$ cat config.mk
export PLATFORM = sky130hd
export DESIGN_NAME = mips_bus_arbiter
export DESIGN_NICKNAME = d
export VERILOG_FILES = /design/src/rtl/mips_bus_arbiter.sv
export SDC_FILE = /design/constraint.sdc
export NUM_CORES = 1
export LEC_CHECK = 0
export CAP_MARGIN = 20
export CORE_MARGIN = 4
export CORE_UTILIZATION = 48
export DETAILED_ROUTE_END_ITERATION = 16
export PLACE_DENSITY = 0.95
export SLEW_MARGIN = 10
export SYNTH_ARGS = -nofsm -noshare
export SYNTH_HDL_FRONTEND = slang
export SYNTH_SLANG_ARGS = --single-unit
$ cat constraint.sdc
create_clock -name clk -period 5.1 [get_ports clk]
set_input_delay 1.53 -clock clk [delete_from_list [all_inputs] [get_ports clk]]
set_output_delay 1.53 -clock clk [all_outputs]
set_load 0.01 [all_outputs]
$ cat src/rtl/mips_bus_arbiter.sv
// rtl/mips_bus_arbiter.sv - single-master bus arbiter for MIPS fetch and data ports
module mips_bus_arbiter #(
   parameter int unsigned WAIT_LIMIT = 255
) (
   input  logic        clk,
   input  logic        reset,
   input  logic        if_req,
   input  logic [31:0] if_addr,
   output logic        if_ack,
   input  logic        d_req,
   input  logic        d_we,
   input  logic [31:0] d_addr,
   input  logic [31:0] d_wdata,
   input  logic [3:0]  d_be,
   output logic        d_ack,
   output logic [31:0] rdata,
   output logic        err,
   output logic        stall,
   output logic [31:0] address,
   output logic        read,
   output logic        write,
   output logic [31:0] writedata,
   output logic [3:0]  byteenable,
   input  logic        waitrequest,
   input  logic [31:0] readdata
);

   typedef enum logic [1:0] {
      IDLE  = 2'd0,
      BUS_I = 2'd1,
      BUS_D = 2'd2,
      RESP  = 2'd3
   } state_t;

   // Watchdog is disabled entirely when the limit is zero; otherwise the
   // abort fires on the wait cycle that brings the count up to the limit.
   localparam logic        WD_EN   = (WAIT_LIMIT != 0);
   localparam logic [31:0] WD_LAST = WAIT_LIMIT - 32'd1;

   state_t      state, state_n;
   logic [31:0] wd, wd_n;
   logic [31:0] address_n, writedata_n, rdata_n;
   logic [3:0]  byteenable_n;
   logic        read_n, write_n, if_ack_n, d_ack_n, err_n;

   // Byte offsets are dropped because the bus is word addressed.
   logic unused_addr_bits;
   assign unused_addr_bits = ^{if_addr[1:0], d_addr[1:0]};

   // Pipeline hold: any pending request not being acknowledged this cycle.
   assign stall = (if_req | d_req) & ~(if_ack | d_ack);

   // State and all registered outputs; reset abandons any in-flight cycle.
   always_ff @(posedge clk or negedge reset) begin
      if (!reset) begin
         state      <= IDLE;
         wd         <= 32'd0;
         address    <= 32'd0;
         read       <= 1'b0;
         write      <= 1'b0;
         writedata  <= 32'd0;
         byteenable <= 4'd0;
         rdata      <= 32'd0;
         if_ack     <= 1'b0;
         d_ack      <= 1'b0;
         err        <= 1'b0;
      end else begin
         state      <= state_n;
         wd         <= wd_n;
         address    <= address_n;
         read       <= read_n;
         write      <= write_n;
         writedata  <= writedata_n;
         byteenable <= byteenable_n;
         rdata      <= rdata_n;
         if_ack     <= if_ack_n;
         d_ack      <= d_ack_n;
         err        <= err_n;
      end
   end

   // Next-state and next-output logic; bus outputs hold unless a transition changes them.
   always_comb begin
      state_n      = state;
      wd_n         = wd;
      address_n    = address;
      read_n       = read;
      write_n      = write;
      writedata_n  = writedata;
      byteenable_n = byteenable;
      rdata_n      = rdata;
      if_ack_n     = 1'b0;
      d_ack_n      = 1'b0;
      err_n        = 1'b0;

      case (state)
         IDLE: begin
            if (d_req) begin
               if (d_be == 4'b0000) begin
                  // Nothing to transfer: acknowledge without touching the bus.
                  state_n = RESP;
                  d_ack_n = 1'b1;
                  rdata_n = 32'd0;
               end else begin
                  state_n      = BUS_D;
                  wd_n         = 32'd0;
                  address_n    = {d_addr[31:2], 2'b00};
                  byteenable_n = d_be;
                  read_n       = ~d_we;
                  write_n      = d_we;
                  writedata_n  = d_wdata;
               end
            end else if (if_req) begin
               state_n      = BUS_I;
               wd_n         = 32'd0;
               address_n    = {if_addr[31:2], 2'b00};
               byteenable_n = 4'b1111;
               read_n       = 1'b1;
               write_n      = 1'b0;
            end
         end

         BUS_I, BUS_D: begin
            if (!waitrequest) begin
               state_n  = RESP;
               read_n   = 1'b0;
               write_n  = 1'b0;
               rdata_n  = read ? readdata : 32'd0;
               if_ack_n = (state == BUS_I);
               d_ack_n  = (state == BUS_D);
            end else if (WD_EN && (wd == WD_LAST)) begin
               state_n  = RESP;
               read_n   = 1'b0;
               write_n  = 1'b0;
               rdata_n  = 32'd0;
               err_n    = 1'b1;
               if_ack_n = (state == BUS_I);
               d_ack_n  = (state == BUS_D);
            end else if (WD_EN) begin
               wd_n = wd + 32'd1;
            end
         end

         RESP: begin
            state_n = IDLE;
         end

         default: begin
            state_n = IDLE;
         end
      endcase
   end

endmodule
==> impl_metrics.ini, run 1 <==
[synthesis]
post_synth_num_cell_types = 51
synth_area_sq_mm = 0.00650
synth_edf_count = 0
yosys_register_bits = 137
netlist_instances = 665
yosysWarnings = 0
async_flop_share_pct = 100
seq_area_frac_synth_pct = 52.7
ys.flop_type = dfrtp_1
avgSynthCellArea_sq_um = 9.78

[clocking]
cts_tree = done
cts_hold_buf = 0
clk_pin_slew_ns = 0.06
htree_levels = 4
cts_resized = 0
cts-root-buf = clkbuf_16
cts_buffers = 17
cts.path.max_buffers = 2
postCtsSetupBuffers = 0
clkSinkCount = 137
clk_latency_ns = 0.42

[sta]
whs_ns = 0.473
rsz0062_at_grt = no
fmax_mhz = 228
finalSetupViolCount = 0
hold_violations = 0
timing.final.crit_share_pct = 86.1
post-route-min-period_ns = 4.39
finalSetupTns_ns = 0
slew_violations = 0
worst_slew_pin_slew_ns = 1.03
maxSlewHeadroom_pct = 31.4
fin_skew_ns = 0.0127

[min_path]
hold_path.class = register to register
hold_depth = 2
hold_start = writedata[18]

[power]
power.density_mw_per_mm2 = 581
leakagePower_nw = 4.15
peakVddDrop_uv = 284

[worst_setup_path]
start_kind = primary input
rr_worst_depth = 7
path_buf_inv = 2
critical_path.max_fanout = 3
cp-end-kind = primary output
critical_path.top_delay_family = buffers and inverters
rr_startpoint = state[0]
cp_common_cell = clkdlybuf4s50_1
path_class = primary input to primary output
critPathMaxStageDelay_ns = 0.60
required_ns = 3.57
cp_data_arrival_time_ns = 2.86
worst_path_max_delay_cell = clkdlybuf4s50_1
crit_chain = clkdlybuf4s50_1 -> nor2_1 -> nor3_1 -> clkdlybuf4s50_1
critical_path_depth = 4
startpoint = if_req

[global_route]
first_global_vias = 6615
grt_pass1_wl_microns = 38600
antenna_found_initial = 1
grt_use_total_pct = 31.5
grt_start_max_net_pins = 114
grt_overflow = 0

[cells_and_area]
drive_above_1_share_pct = 6.14
design_area_sq_mm = 0.00961
areaGrowthSynthToFinish_pct = 47.8
final_common_cell = clkdlybuf4s50_1
regArea_sq_mm = 0.00343
layout.nets = 1027
fillers = 771
multi_input_area_sq_mm = 0.00283
final_cell_mix = clkdlybuf4s50_1, dfrtp_1, nand2_1

[detailed_routing]
vias = 6730
drt_iter0_markers = 906
route.detailed.drc = 0
dr.pass1.iters = 6
drt.antenna.violating_nets = 0
vias_per_cell = 6.27
wire_per_inst_microns = 23.4
drt_wl_total_microns = 25100

[placement]
dpl_cell_area_sq_mm = 0.00896
place.gp.congestion = 0.918
port-buffer-count = 237
place.detailed.hpwl_microns = 15300

[die]
die-height_microns = 124
fp.dieArea_sq_mm = 0.0155
die_w_microns = 124
io_pins = 244
initial_core_util_pct = 49.1
rows = 42
core_sq_mm = 0.0132

[run_status]
status = complete, no violations

[job]
drv_cap = 0
[layer usage]
layer / vias up / wire length, microns / GRT usage, %
met3: 113 / 2110 / 7.46
met5: - / 0 / 0
met1: 3259 / 8480 / 35.2
met4: 0 / 1390 / 14.3
met2: 512 / 13100 / 56.7
li1: 2846 / - / -
[tightest hold or removal path, stage by stage, from the launching register on]
cell	delay, ns
dfrtp_1	0.34
nand2_1	0.05
nand2_1	0.05
[flip-flops by register name, indices dropped and copies added, names as in the netlist]
signal,flops
d_ack,1
wd,32
byteenable,4
writedata,32
write,1
rdata,32
err,1
read,1
address,30
if_ack,1
state,2
[kinds of logic (layout without fill, tap and decap cells)]
family | after synthesis | count (layout) | synth area share, %
adder cells (fa/ha/maj) | 6 | 6 | 1.15
other | 1 | 3 | 0.0577
XOR/XNOR | 1 | 1 | 0.135
flip-flops | 137 | 137 | 52.7
buffers and inverters | 60 | 290 | 4.04
multiplexers | 30 | 30 | 4.62
AO/OA/AOI/OAI | 124 | 124 | 14.6
AND/OR/NAND/NOR | 306 | 306 | 22.6
[worst paths after layout]
check / end / slack (ns)
min: writedata[18] / 0.47
max: stall / 0.71
min reg2reg: writedata[18] / 0.47
max reg2reg: wd[23] / 2.00
max in group asynchronous: byteenable[2] / 2.93
min in group asynchronous: writedata[17] / 1.25
[cells in the mapped netlist (10+ instances only)]
cell type | number | area (sq um)
buf_2 | 21 | 105
a21oi_1 | 34 | 170
nand2_1 | 125 | 469
nor2_1 | 52 | 195
a22o_1 | 34 | 298
dfrtp_1 | 137 | 3430
inv_1 | 10 | 37.5
nand3_1 | 48 | 240
o211ai_1 | 13 | 97.6
and4_1 | 13 | 114
clkbuf_1 | 25 | 93.8
mux2i_1 | 30 | 300
nand4_1 | 20 | 125
nor4_1 | 11 | 68.8
[report_power, final]
part	leakage, nW	total, mW	internal, mW	switching, mW
combinational	2.11	2.50	1.14	1.37
sequential	1.75	1.78	1.50	0.284
clock	0.299	1.31	0.822	0.484
[area by class of cell]
| class | instances | share of cell area [%] |
|---|---|---|
| inverter | 10 | 0.391 |
| clock inverter | 10 | 1.46 |
| multi-input combinational | 469 | 29.5 |
| sequential | 137 | 35.7 |
| clock buffer | 22 | 5.04 |
| antenna | 1 | 0.0260 |
| timing repair buffer | 248 | 25.6 |
| tap | 176 | 2.29 |
[metrics by stage]
step	util, %	power [mW]	std cells	worst slack, ns
floorplan	-	2.83	666	0.902
global placement	67.7	3.99	1039	0.716
detailed placement	67.7	4.12	1039	0.732
CTS	72.4	5.52	1071	0.708
global route	72.6	5.79	1073	0.672
finish	72.6	5.59	1073	0.708
Power figures use the tool's default switching activity.
==> run 2, diff against run 1 <==
--- a/config.mk
+++ b/config.mk
@@ -9,7 +9,7 @@
 export CORE_MARGIN = 4
 export CORE_UTILIZATION = 48
 export DETAILED_ROUTE_END_ITERATION = 16
-export PLACE_DENSITY = 0.95
+export PLACE_DENSITY = 0.86
 export SLEW_MARGIN = 10
 export SYNTH_ARGS = -nofsm -noshare
 export SYNTH_HDL_FRONTEND = slang
==> impl_metrics.ini, run 2 (same netlist as run 1, synthesis figures left out) <==
[worst_setup_path]
cp-end-kind = primary output
start_kind = primary input
r2r_slack_ns = 2.14
path_class = primary input to primary output
worst_path_max_delay_cell = clkdlybuf4s50_1
rr_worst_depth = 8
crit_chain = clkdlybuf4s50_1 -> nor2_1 -> nor3_1 -> clkdlybuf4s50_1
rr_startpoint = state[0]
cp_data_arrival_time_ns = 2.90
critPathMaxStageDelay_ns = 0.60
worstReg2RegEnd = wd[16]
cp_common_cell = clkdlybuf4s50_1
critical_path.max_fanout = 3
required_ns = 3.57

[global_route]
grt_start_max_net_pins = 88
first_global_vias = 5813
antenna_found_initial = 2
grt_use_total_pct = 26.2
grt_pass1_wl_microns = 32300
grt_overflow = 0

[clocking]
cts_buffers = 17
clk_pin_slew_ns = 0.05
htree_levels = 4
cts-root-buf = clkbuf_16
clkSinkCount = 137
cts_hold_buf = 0
cts_tree = done
cts_resized = 0
clk_latency_ns = 0.42
postCtsSetupBuffers = 0
cts.path.max_buffers = 2

[power]
power.density_mw_per_mm2 = 552
peakVddDrop_uv = 262
leakagePower_nw = 4.13

[cells_and_area]
layout.nets = 1027
reg_top3 = rdata: 32 flops, wd: 32 flops, writedata: 32 flops
areaGrowthSynthToFinish_pct = 47.0
drive_above_1_share_pct = 6.03
final_common_cell = clkdlybuf4s50_1
fillers = 908
final_cell_mix = clkdlybuf4s50_1, dfrtp_1, nand2_1

[min_path]
holdPathEnd = writedata[17]
hold_start = writedata[17]
hold_path.class = register to register
hold_depth = 2

[detailed_routing]
vias = 6185
dr.pass1.iters = 5
drt.antenna.violating_nets = 0
drt_wl_total_microns = 20800
route.detailed.drc = 0
vias_per_cell = 5.76
drt_iter0_markers = 634
wire_per_inst_microns = 19.4

[placement]
place.detailed.hpwl_microns = 14500
place.gp.congestion = 0.891
port-buffer-count = 237

[sta]
rsz0062_at_grt = no
fmax_mhz = 226
whs_ns = 0.472
timing.final.crit_share_pct = 86.9
slew_violations = 0
fin_skew_ns = 0.00671
maxSlewHeadroom_pct = 43.9
finalSetupViolCount = 0
worst_slew_pin_slew_ns = 0.840
hold_violations = 0
finalSetupTns_ns = 0
post-route-min-period_ns = 4.43

[die]
die_w_microns = 124
die-height_microns = 124
io_pins = 244
fp.dieArea_sq_mm = 0.0155
initial_core_util_pct = 49.1
core_sq_mm = 0.0132
rows = 42

[job]
drv_cap = 0

[run_status]
status = complete, no violations
run 2: cell types whose count changed in the layout (fill, tap and decap cells not counted):
cell        change
clkbuf_8        -3
clkinv_2        +3
bufinv_16       -1
clkinv_4        +1
clkinvlp_4      -1
diode_2         +1
run 2: area by class of cell:
type	count	area, sq um	area share, %
clock inverters	12	126	1.32
well taps	176	220	2.30
repair buffers	248	2460	25.8
diodes	2	5.00	0.0524
inverters	10	37.5	0.393
clock buffers	19	443	4.63
multi-input cells	469	2830	29.6
flip-flops and latches	137	3430	35.9
run 2: metal layers:
| metal | global-route usage [%] | vias up | wire length [microns] |
|---|---|---|---|
| met5 | 0 | - | 0 |
| met4 | 10.8 | 0 | 695 |
| met3 | 6.00 | 45 | 1330 |
| met2 | 44.5 | 259 | 10700 |
| met1 | 32.2 | 3028 | 8100 |
| li1 | - | 2853 | - |
run 2: how the worst max path moves through the flow:
stage / startpoint / slack, ns / to
5_1_grt: if_req / 0.63 / stall
4_1_cts: if_req / 0.69 / stall
6_report: if_req / 0.67 / stall
3_5_place_dp: if_req / 0.72 / stall
3_3_place_gp: if_req / 0.75 / stall
2_1_floorplan: d_req / 0.90 / stall
run 2: critical path, delay by kind of cell:
family                 cells  cell delay (ns)
buffers and inverters      2             1.14
AND/OR/NAND/NOR            2             0.23
run 2: where the power goes:
part           switching (mW)  internal (mW)  total, mW
Sequential              0.230           1.50       1.73
Clock                   0.463          0.727       1.19
Combinational            1.23           1.13       2.36
run 2: stage by stage:
stage	worst slack [ns]	power [mW]	utilization (%)	cells	cell area [sq um]
detailed placement	0.720	4.06	67.7	1039	8960
global route	0.629	5.55	72.2	1073	9560
floorplan	0.902	2.83	-	666	6500
global placement	0.747	4.00	67.7	1039	8960
finish	0.669	5.28	72.2	1073	9560
CTS	0.688	5.28	72.0	1070	9530
==> run 3, diff against run 2 <==
--- a/config.mk
+++ b/config.mk
@@ -6,7 +6,7 @@
 export NUM_CORES = 1
 export LEC_CHECK = 0
 export CAP_MARGIN = 20
-export CORE_MARGIN = 4
+export CORE_MARGIN = 10
 export CORE_UTILIZATION = 48
 export DETAILED_ROUTE_END_ITERATION = 16
 export PLACE_DENSITY = 0.86
==> impl_metrics.ini, run 3 (same netlist as run 1, synthesis figures left out) <==
[run_status]
status = complete, no violations

[placement]
place_inst = 1043
place.detailed.hpwl_microns = 16300
port-buffer-count = 237
place.gp.congestion = 0.943

[detailed_routing]
vias_per_cell = 5.80
drt_iter0_markers = 511
vias = 6250
wire_per_inst_microns = 21.5
route.detailed.drc = 0
drt_wl_total_microns = 23200
dr.pass1.iters = 5
drt.antenna.violating_nets = 0

[clocking]
cts.path.max_buffers = 2
cts-root-buf = clkbuf_16
cts_tree = done
cts_buffers = 17
clkSinkCount = 137
postCtsSetupBuffers = 0
cts_hold_buf = 0
htree_levels = 4
cts_resized = 0
clk_latency_ns = 0.42
clk_pin_slew_ns = 0.06

[die]
die_w_microns = 136
die-height_microns = 136
core_sq_mm = 0.0132
initial_core_util_pct = 49.1
io_pins = 244
fp.dieArea_sq_mm = 0.0186
rows = 42

[worst_setup_path]
required_ns = 3.57
cp-end-kind = primary output
cp_data_arrival_time_ns = 2.88
path_class = primary input to primary output
r2r_slack_ns = 2.13
start_kind = primary input
critical_path.max_fanout = 3

[power]
p_total_mw = 5.44
p_sw_mw = 2.01
internal-power_mw = 3.43
power.density_mw_per_mm2 = 565
clkPwrFrac_pct = 23.4
leakagePower_nw = 4.16
switching_share_pct = 36.9
seqPwrFrac_pct = 31.8
comb_power_share_pct = 44.8
peakVddDrop_uv = 230

[cells_and_area]
final_common_cell = clkdlybuf4s50_1
layout.nets = 1031
reg_top3 = rdata: 32 flops, wd: 32 flops, writedata: 32 flops
areaGrowthSynthToFinish_pct = 48.1
final_cell_mix = clkdlybuf4s50_1, dfrtp_1, nand2_1
drive_above_1_share_pct = 6.56
utilization_pct = 72.7
finalNonFillerCells = 1078

[sta]
finalSetupTns_ns = 0
maxSlewHeadroom_pct = 43.6
worst_slew_pin_slew_ns = 0.839
slew_violations = 0
timing.final.crit_share_pct = 86.5
finalSetupViolCount = 0
post-route-min-period_ns = 4.41
fin_skew_ns = 0.00934
rsz0062_at_grt = no
hold_violations = 0
fmax_mhz = 227

[job]
drv_cap = 0

[min_path]
hold_path.class = register to register

[global_route]
grt_overflow = 0
first_global_vias = 5911
grt_start_max_net_pins = 85
grt_pass1_wl_microns = 34600
grt_use_total_pct = 24.0
antenna_found_initial = 2
==> run 3: cell types whose count changed in the layout (fill, tap and decap cells not counted), sizes merged <==
cell / before / now
clkinvlp: 2 / 3
bufinv: 2 / 3
inv: 11 / 14
clkinv: 7 / 3
buf: 13 / 17
==> run 3: final cells by class <==
type / instances / area (sq um)
fillers: 889 / 3620
inverters: 10 / 37.5
multi-input cells: 469 / 2830
clock buffers: 19 / 443
clock inverters: 13 / 166
well taps: 176 / 220
flip-flops and latches: 137 / 3430
diodes: 2 / 5.00
repair buffers: 252 / 2490
==> run 3: worst max-delay path: stages <==
cell and delay [ns]:
clkdlybuf4s50_1 0.51, nor2_1 0.06, nor3_1 0.16, clkdlybuf4s50_1 0.62
==> run 3: metrics by stage <==
step | cell area [sq um] | hold slack [ns] | worst slack, ns
2_1_floorplan | 6500 | 0.504 | 0.902
3_3_place_gp | 8990 | 0.457 | 0.740
3_5_place_dp | 8990 | 0.461 | 0.715
4_1_cts | 9600 | 0.476 | 0.689
5_1_grt | 9630 | 0.491 | 0.596
6_report | 9630 | 0.474 | 0.689
==> run 3: path summary, 6_finish.rpt <==
kind                          startpoint             to  depth (start not counted)
hold reg to reg            writedata[26]  writedata[26]                          2
hold / removal             writedata[26]  writedata[26]                          2
setup reg to reg                state[0]         wd[18]                          7
setup / recovery                  if_req          stall                          4
min in group asynchronous          reset  writedata[18]                          1
max in group asynchronous          reset     address[5]                          2
==> run 3: layer usage <==
layer  GRT usage, %  up-vias  wire [microns]
met2           42.0      250           12200
li1               -     2874               -
met5              0        -               0
met3           6.42       43            1700
met4           8.70        0             582
met1           27.5     3083            8760
==> run 3: power by group through the flow <==
stage          clock network, mW  logic (mW)  registers [mW]
4_1_cts                     1.29        2.43            1.73
3_5_place_dp                   0        2.39            1.73
5_1_grt                     1.34        2.61            1.77
2_1_floorplan                  0       0.918            1.91
3_3_place_gp                   0        2.35            1.70
6_report                    1.27        2.44            1.73
